==> src/rtl/serial_adder_pkg.sv <==
// Shared definitions for the digit-serial adder: state encoding and sizing helpers.
// The bench imports this package so it compares against the same encoding as the RTL.
package serial_adder_pkg;

  localparam logic [1:0] ST_IDLE = 2'd0;
  localparam logic [1:0] ST_RUN  = 2'd1;
  localparam logic [1:0] ST_DONE = 2'd2;

  typedef enum logic [1:0] {
    IDLE = ST_IDLE,
    RUN  = ST_RUN,
    DONE = ST_DONE
  } state_t;

  // The digit counter must be able to hold the value ndig.
  function automatic int cnt_width(input int ndig);
    return $clog2(ndig + 1);
  endfunction

endpackage

==> src/rtl/serial_adder_full_adder.sv <==
// 1-bit full adder cell; chained to build one digit of the serial adder.
module full_adder (
  input  logic a,
  input  logic b,
  input  logic c,
  output logic sum,
  output logic carry
);

  assign sum   = a ^ b ^ c;
  assign carry = (a & b) | (a & c) | (b & c);

endmodule

==> src/rtl/serial_adder.sv <==
// Digit-serial adder: adds DIGIT_W bits per clock, LSB digit first, carry kept in a register.
// Handshake: start is accepted in IDLE or DONE; busy is high throughout RUN; done pulses for one cycle once sum/cout/ovf are updated.
module serial_adder
  import serial_adder_pkg::*;
#(
  parameter int WIDTH   = 8,
  parameter int DIGIT_W = 1
) (
  input  logic             clk,
  input  logic             rst,
  input  logic             start,
  input  logic [WIDTH-1:0] a,
  input  logic [WIDTH-1:0] b,
  input  logic             cin,
  output logic             busy,
  output logic             done,
  output logic [WIDTH-1:0] sum,
  output logic             cout,
  output logic             ovf,
  output state_t           fsm_state
);

  localparam int NDIG = (DIGIT_W > 0) ? WIDTH / DIGIT_W : 1;
  localparam int CW   = cnt_width(NDIG);
  localparam logic [CW-1:0] LAST = CW'(NDIG - 1);

  if (DIGIT_W < 1 || WIDTH < 1 || (WIDTH % DIGIT_W) != 0) begin : g_bad_params
    $error("serial_adder: WIDTH must be a nonzero multiple of DIGIT_W");
  end

  state_t           state;
  logic [CW-1:0]    cnt;
  logic             carry;
  logic [WIDTH-1:0] opa;
  logic [WIDTH-1:0] opb;
  logic [WIDTH-1:0] res;
  logic [WIDTH-1:0] res_next;
  logic [DIGIT_W-1:0] dsum;
  logic             dcarry;
  logic             msb_cin;

  // Ripple chain inside one digit; each stage owns its carry signals.
  for (genvar i = 0; i < DIGIT_W; i++) begin : g_fa
    logic ci;
    logic co;
    if (i == 0) begin : g_first
      assign ci = carry;
    end else begin : g_next
      assign ci = g_fa[i-1].co;
    end
    full_adder u_fa (
      .a     (opa[i]),
      .b     (opb[i]),
      .c     (ci),
      .sum   (dsum[i]),
      .carry (co)
    );
  end

  assign dcarry  = g_fa[DIGIT_W-1].co;
  assign msb_cin = g_fa[DIGIT_W-1].ci;

  // New digits enter at the top so the first digit ends up at bit 0.
  if (NDIG == 1) begin : g_res_single
    assign res_next = dsum;
  end else begin : g_res_shift
    assign res_next = {dsum, res[WIDTH-1:DIGIT_W]};
  end

  always_ff @(posedge clk) begin
    if (rst) begin
      state <= IDLE;
      cnt   <= '0;
      carry <= 1'b0;
      opa   <= '0;
      opb   <= '0;
      res   <= '0;
      sum   <= '0;
      cout  <= 1'b0;
      ovf   <= 1'b0;
      busy  <= 1'b0;
      done  <= 1'b0;
    end else begin
      case (state)
        IDLE, DONE: begin
          done <= 1'b0;
          if (start) begin
            opa   <= a;
            opb   <= b;
            carry <= cin;
            cnt   <= '0;
            busy  <= 1'b1;
            state <= RUN;
          end else begin
            state <= IDLE;
          end
        end
        RUN: begin
          res   <= res_next;
          carry <= dcarry;
          opa   <= opa >> DIGIT_W;
          opb   <= opb >> DIGIT_W;
          cnt   <= cnt + CW'(1);
          if (cnt == LAST) begin
            sum   <= res_next;
            cout  <= dcarry;
            ovf   <= dcarry ^ msb_cin;
            busy  <= 1'b0;
            done  <= 1'b1;
            state <= DONE;
          end
        end
        default: begin
          busy  <= 1'b0;
          done  <= 1'b0;
          state <= IDLE;
        end
      endcase
    end
  end

  assign fsm_state = state;

endmodule

==> config.mk <==
export PLATFORM = sky130hd
export DESIGN_NAME = serial_adder
export DESIGN_NICKNAME = d
export VERILOG_FILES = /design/src/rtl/serial_adder_pkg.sv /design/src/rtl/serial_adder_full_adder.sv /design/src/rtl/serial_adder.sv
export SDC_FILE = /design/constraint.sdc
export NUM_CORES = 1
export LEC_CHECK = 0
export BUFFER_PORTS_ARGS = -buffer_cell sky130_fd_sc_hd__buf_4
export CAP_MARGIN = 20
export CORE_MARGIN = 5
export CORE_UTILIZATION = 40
export CTS_CLUSTER_DIAMETER = 80
export DETAILED_ROUTE_END_ITERATION = 6
export GPL_ROUTABILITY_DRIVEN = 0
export PLACE_DENSITY_LB_ADDON = 0.3
export SYNTH_ARGS = -nofsm -noshare
export SYNTH_HDL_FRONTEND = slang
export SYNTH_SLANG_ARGS = --single-unit
export TNS_END_PERCENT = 50
==> constraint.sdc <==
create_clock -name clk -period 3.8 [get_ports clk]
set_input_delay 0.95 -clock clk [delete_from_list [all_inputs] [get_ports clk]]
set_output_delay 0.95 -clock clk [all_outputs]
set_load 0.005 [all_outputs]
# ---- Word level (Yosys, flattened, before mapping)
# Index checks and enable logic that the tools add are counted.
dict set report classes {
  addsub 1
  n_mul 0
  div_mod_pow 0
  n_lt_le_gt_ge 0
  n_eq_ne 5
  n_shift 0
  muxes 14
  bitwise_logic 9
  n_reduce_logical 7
}
# operator n
set op_table {}
lappend op_table {{$pmux W8 S2} 2}
lappend op_table {{$mux W8} 2}
lappend op_table {{$pmux W4 S2} 1}
lappend op_table {{$reduce_and A2 Y1} 3}
lappend op_table {{$add A4 B1 Y4 const B} 1}
lappend op_table {{$eq A4 B3 Y1 const B} 1}
lappend op_table {{$mux W1} 4}
lappend op_table {{$mux W4} 1}
lappend op_table {{$ne A2 B2 Y1 const B} 2}
lappend op_table {{$pmux W1 S2} 2}
lappend op_table {{$pmux W2 S2} 1}
lappend op_table {{$reduce_or A2 Y1} 2}
lappend op_table {{$and A1 B1 Y1} 3}
lappend op_table {{$xor A1 B1 Y1} 3}
lappend op_table {{$eq A2 B1 Y1 const B} 1}
lappend op_table {{$eq A2 B2 Y1 const B} 1}
lappend op_table {{$logic_not A2 Y1} 1}
lappend op_table {{$mux W2} 1}
lappend op_table {{$or A1 B1 Y1} 2}
lappend op_table {{$reduce_bool A2 Y1} 1}
lappend op_table {{$not A1 Y1} 1}
dict set report totals {
  reg_bits 43
  latch_bits 0
  mem_bits_rw 0
  rom_bits 0
  inputBits 20
  out_inout_bits 14
  wordCells 47
  n_memories 0
}

# ---- Logic depth before layout (Yosys ltp)
dict set report depth {
  ltp_word 4
  ltp_mapped 5
  depth_no_buf 4
}

# ---- Hierarchy
# A second synthesis with hierarchy kept.
dict set report unflattened {
  hier_cells 192
  hier_area_um2 1667.8
}
# module n_inst cells_each area_per_inst_um2 seq_area_each_um2
set by_module_without_submodules {}
lappend by_module_without_submodules {serial_adder 1 191 1647.8 840.8}
lappend by_module_without_submodules {full_adder 1 1 20.0 0.0}

# ---- Least setup slack after synthesis
# OpenSTA, ideal clock, no wires.
dict set report synth_path {
  path_type {input -> register}
  startpoint {input start}
  endpoint {register opa[2]}
  setup_ns 0.132
  arrival_time_ns 1.583
  required_ns 3.668
  slack_ns 2.085
  stages 5
  n_path_buf 2
  path_cell_list {nor2b_1 -> buf_2 -> buf_4 -> a22oi_1 -> a21oi_1}
}
dict set report synth_via {
  elab_chain_len 2
}
# element line_no
set synth_rtl {}
lappend synth_rtl {{start: declaration} serial_adder.sv:11} ;# input logic start,
lappend synth_rtl {{$ne A2 B2 Y1 (no source line)} n/a}
lappend synth_rtl {{$reduce_and A2 Y1 (no source line)} n/a}
lappend synth_rtl {{end signal: assignment} serial_adder.sv:101} ;# opa <= opa >> DIGIT_W;
lappend synth_rtl {{end: declaration} serial_adder.sv:34} ;# logic [WIDTH-1:0] opa;
# Every way passes these cells.
# A chain may end at the register's enable or synchronous reset.

# ---- Final worst setup path
dict set report layout_path {
  startpoint {input start}
  endpoint {register cnt[3]}
}
dict set report layout_via {
  elab_chain_len 2
}
# element line_no
set layout_rtl {}
lappend layout_rtl {{$ne A2 B2 Y1 (no source line)} n/a}
lappend layout_rtl {{$reduce_and A2 Y1 (no source line)} n/a}
lappend layout_rtl {{end signal: assignment} serial_adder.sv:103} ;# cnt <= cnt + CW'(1);
lappend layout_rtl {{end: declaration} serial_adder.sv:32} ;# logic [CW-1:0] cnt;
# Every way passes these cells.

==> metrics <==
launch point of the worst hold path res[1]$_SDFFE_PP0P_; biggest area consumer among synthesized cells sky130_fd_sc_hd__dfxtp_1; maximum frequency from static timing analysis 534 MHz; yosys warns 0; layout-stage area growth over the synthesis result 17.5%; number of hold-repair buffers added at the cts stage 0; register area share after synthesis 49.7%; share of post-route cells with drive strength above 1 around a fifth; dpl cells 259; # clock sinks 42; Design Power 0.822 mW; Worst setup startpoint start; final number of max-transition violations 0; post-layout min period 1870 ps; area share of the largest cell type after synthesis 49.7%; PostCTS Resize Cnt 0; clk_lat worst skew 290 ps; top-level I/O count 34; final setup violation count 0; number of global-route vias before repair 1260; data required time of the critical path 3980 ps; number of vias per cell 5.44; TritonCTS clock tree built; critical path endpoint category flip-flop; largest incremental delay on the critical path roughly 400 ps; slowest cell on the critical path sky130_fd_sc_hd__nand2b_1; number of nets in the layout around 240; average routed wire per standard cell 13.1 um; worst flop-to-flop path startpoint fsm_state[1]$_SDFFE_PP0P_; result of the run finished, final reports clean; pin count of the biggest net entering global routing 43; Post-Synthesis Cell Area 1690 um2; cells along the critical path buf_4, nand2b_1, and3_1, mux2_4; overall routing resource usage 13.0%; number of inserted diodes 0; DRC violation total after the first TritonRoute iteration 83; number of optimization iterations in the first detailed-route pass 4; Setup WS post-layout 1930 ps; Fill cells around 430; Syn Nets approximately 210; cells after synthesis between 150 and 200; worst flop-to-flop path endpoint cnt[2]$_SDFFE_PP0P_; Worst R2R Setup Slack 2000 ps; Placed Area around 1900 um2; global route total overflow 0; cell types occupying the most area after synthesis sky130_fd_sc_hd__dfxtp_1 50%, sky130_fd_sc_hd__a21oi_1 11%, sky130_fd_sc_hd__nand3_1 8.3%; Std-Cell Core Area 4060 um2; final critical-path share of the clock period 49.3%; dominant register cell in the synthesized netlist sky130_fd_sc_hd__dfxtp_1; Data arrival, critical path 2060 ps; post-layout utilization of the core 49.0%; clock-pin slew on the worst setup and hold paths about 70 ps; worst min-delay path endpoint res[1]$_SDFFE_PP0P_; EDFF count, synth 0; effective utilization at floorplan 41.7%; type of the most critical hold path flip-flop to flip-flop; P per Cell Area 414 nW/um2; total number of placement rows 23; worst-case reg-to-reg path depth 3; number of distinct library cell variants in the gate-level netlist after synthesis 29; total negative setup slack 0 ps; most used standard cell by instance count after synthesis sky130_fd_sc_hd__dfxtp_1; CP Buf/Inv Count 1; synthesized area per cell roughly 8.8 um2; critical path launch point type input port; number of failing hold endpoints at the final stage 0; Worst Hold Depth 2; crit-path leading delay family simple AND/OR/NAND/NOR gates; antenna violation net count after detailed routing 0; LEAKAGE 0.753 nW; max capacitance violation total 0; detailed placement HPWL 2.09 mm; Setup WS pre-CTS between 1500 and 2000 ps; Non-Filler Cell Area, Final 1990 um2; final cell count without fillers 266; share of flip-flops with an asynchronous set or reset 0%; post-CTS setup buffers 0; number of buffers inserted during clock tree synthesis 5; die extent in y 75.0 um; total wire length after detailed routing around 3.5 mm; DRC violation count after routing 0; clock root buffer sky130_fd_sc_hd__clkbuf_8; Die Width ~75 um; buffers added on ports 33; Post-Route Hold Slack roughly 460 ps; maximum clock insertion buffer count 2; Slew Limit Headroom 36.4%; most used standard cells in the synthesized netlist 42 x sky130_fd_sc_hd__dfxtp_1, 38 x sky130_fd_sc_hd__a21oi_1, 28 x sky130_fd_sc_hd__nand3_1; initial antenna violation count 0; Max FO, Critical Path 20; setup repair after global routing missed its margin no; maximum ir drop on the vdd rail roughly 0.00023 V; Slew @ Worst Pin 954 ps; floorplan die area around 5600 um2; total via count after detailed routing between 1000 and 1500; critical path class input port to flip-flop; wire length of the first global-routing pass 5.59 mm; Worst Skew 2.42 ps; number of flip-flops and latches in the synthesized netlist 42; depth of the CTS H-tree 2
[tightest hold or removal path, cell delays in order, from the launching register on]
cell and delay (ps):
sky130_fd_sc_hd__dfxtp_1 310, sky130_fd_sc_hd__nand2_1 50, sky130_fd_sc_hd__a21oi_1 50
[cell type report]
class                      count  area, um2  area share (%)
tap                           50       62.6            3.15
multi-input combinational    130        733            36.9
sequential                    42        841            42.3
timing repair buffer          36        270            13.6
clock buffer                   7       76.3            3.84
inverter                       1       3.75           0.189
[registers in the layout (all words and copies together), names as in the netlist, 2 cells and up]
name,cells
opa,8
res,7
cnt,4
sum,8
fsm_state,2
opb,8
[worst max path at each step]
| stage | end | slack, ps | cells after the start |
|---|---|---|---|
| finish | cnt[3]$_SDFFE_PP0P_ | 1930 | 4 |
| global route | sum[1]$_SDFFE_PP0P_ | 1830 | 4 |
| CTS | cnt[3]$_SDFFE_PP0P_ | 1940 | 4 |
| detailed placement | cnt[3]$_SDFFE_PP0P_ | 1630 | 4 |
| global placement | cnt[3]$_SDFFE_PP0P_ | 1630 | 4 |
| floorplan | opa[2]$_SDFFE_PP0P_ | 2080 | 5 |
[power by group]
part | leakage, nW | switching (mW) | internal, mW | total [mW]
Combinational | 0.373 | 0.0514 | 0.0367 | 0.0881
Sequential | 0.342 | 0.0101 | 0.457 | 0.467
Clock | 0.0383 | 0.141 | 0.127 | 0.267
[cells by family (layout without fill, tap and decap cells)]
logic type / count (synthesis) / after routing / share of synthesized area (%)
AND/OR/NAND/NOR: 59 / 59 / 17.0
adder cells (fa/ha/maj): 2 / 2 / 1.92
flip-flops: 42 / 42 / 49.7
multiplexers: 2 / 2 / 1.55
AO/OA/AOI/OAI: 66 / 66 / 22.4
buffers and inverters: 20 / 44 / 6.88
XOR/XNOR: 1 / 1 / 0.518
[layout by cell type (no fill, tap or decap), drive strengths merged]
master	count
ha	1
nand4	1
nand2b	3
a21oi	38
buf	36
mux2	2
o211a	1
dfxtp	42
nand2	17
and3	1
a311oi	1
o21ai	10
nor3	2
xnor2	1
a22oi	15
and2b	1
fa	1
and3b	1
nor2b	1
nor2	3
inv	1
nand3	28
nand3b	1
clkbuf	7
a211oi	1
[per-layer routing]
layer	wire length, um	vias to the layer above	global-route usage [%]
met5	0	-	0
met4	54	0	5.93
met3	258	7	4.27
met2	1530	43	20.8
met1	1650	665	15.8
li1	-	732	-
(Power assumes the default switching activity.)
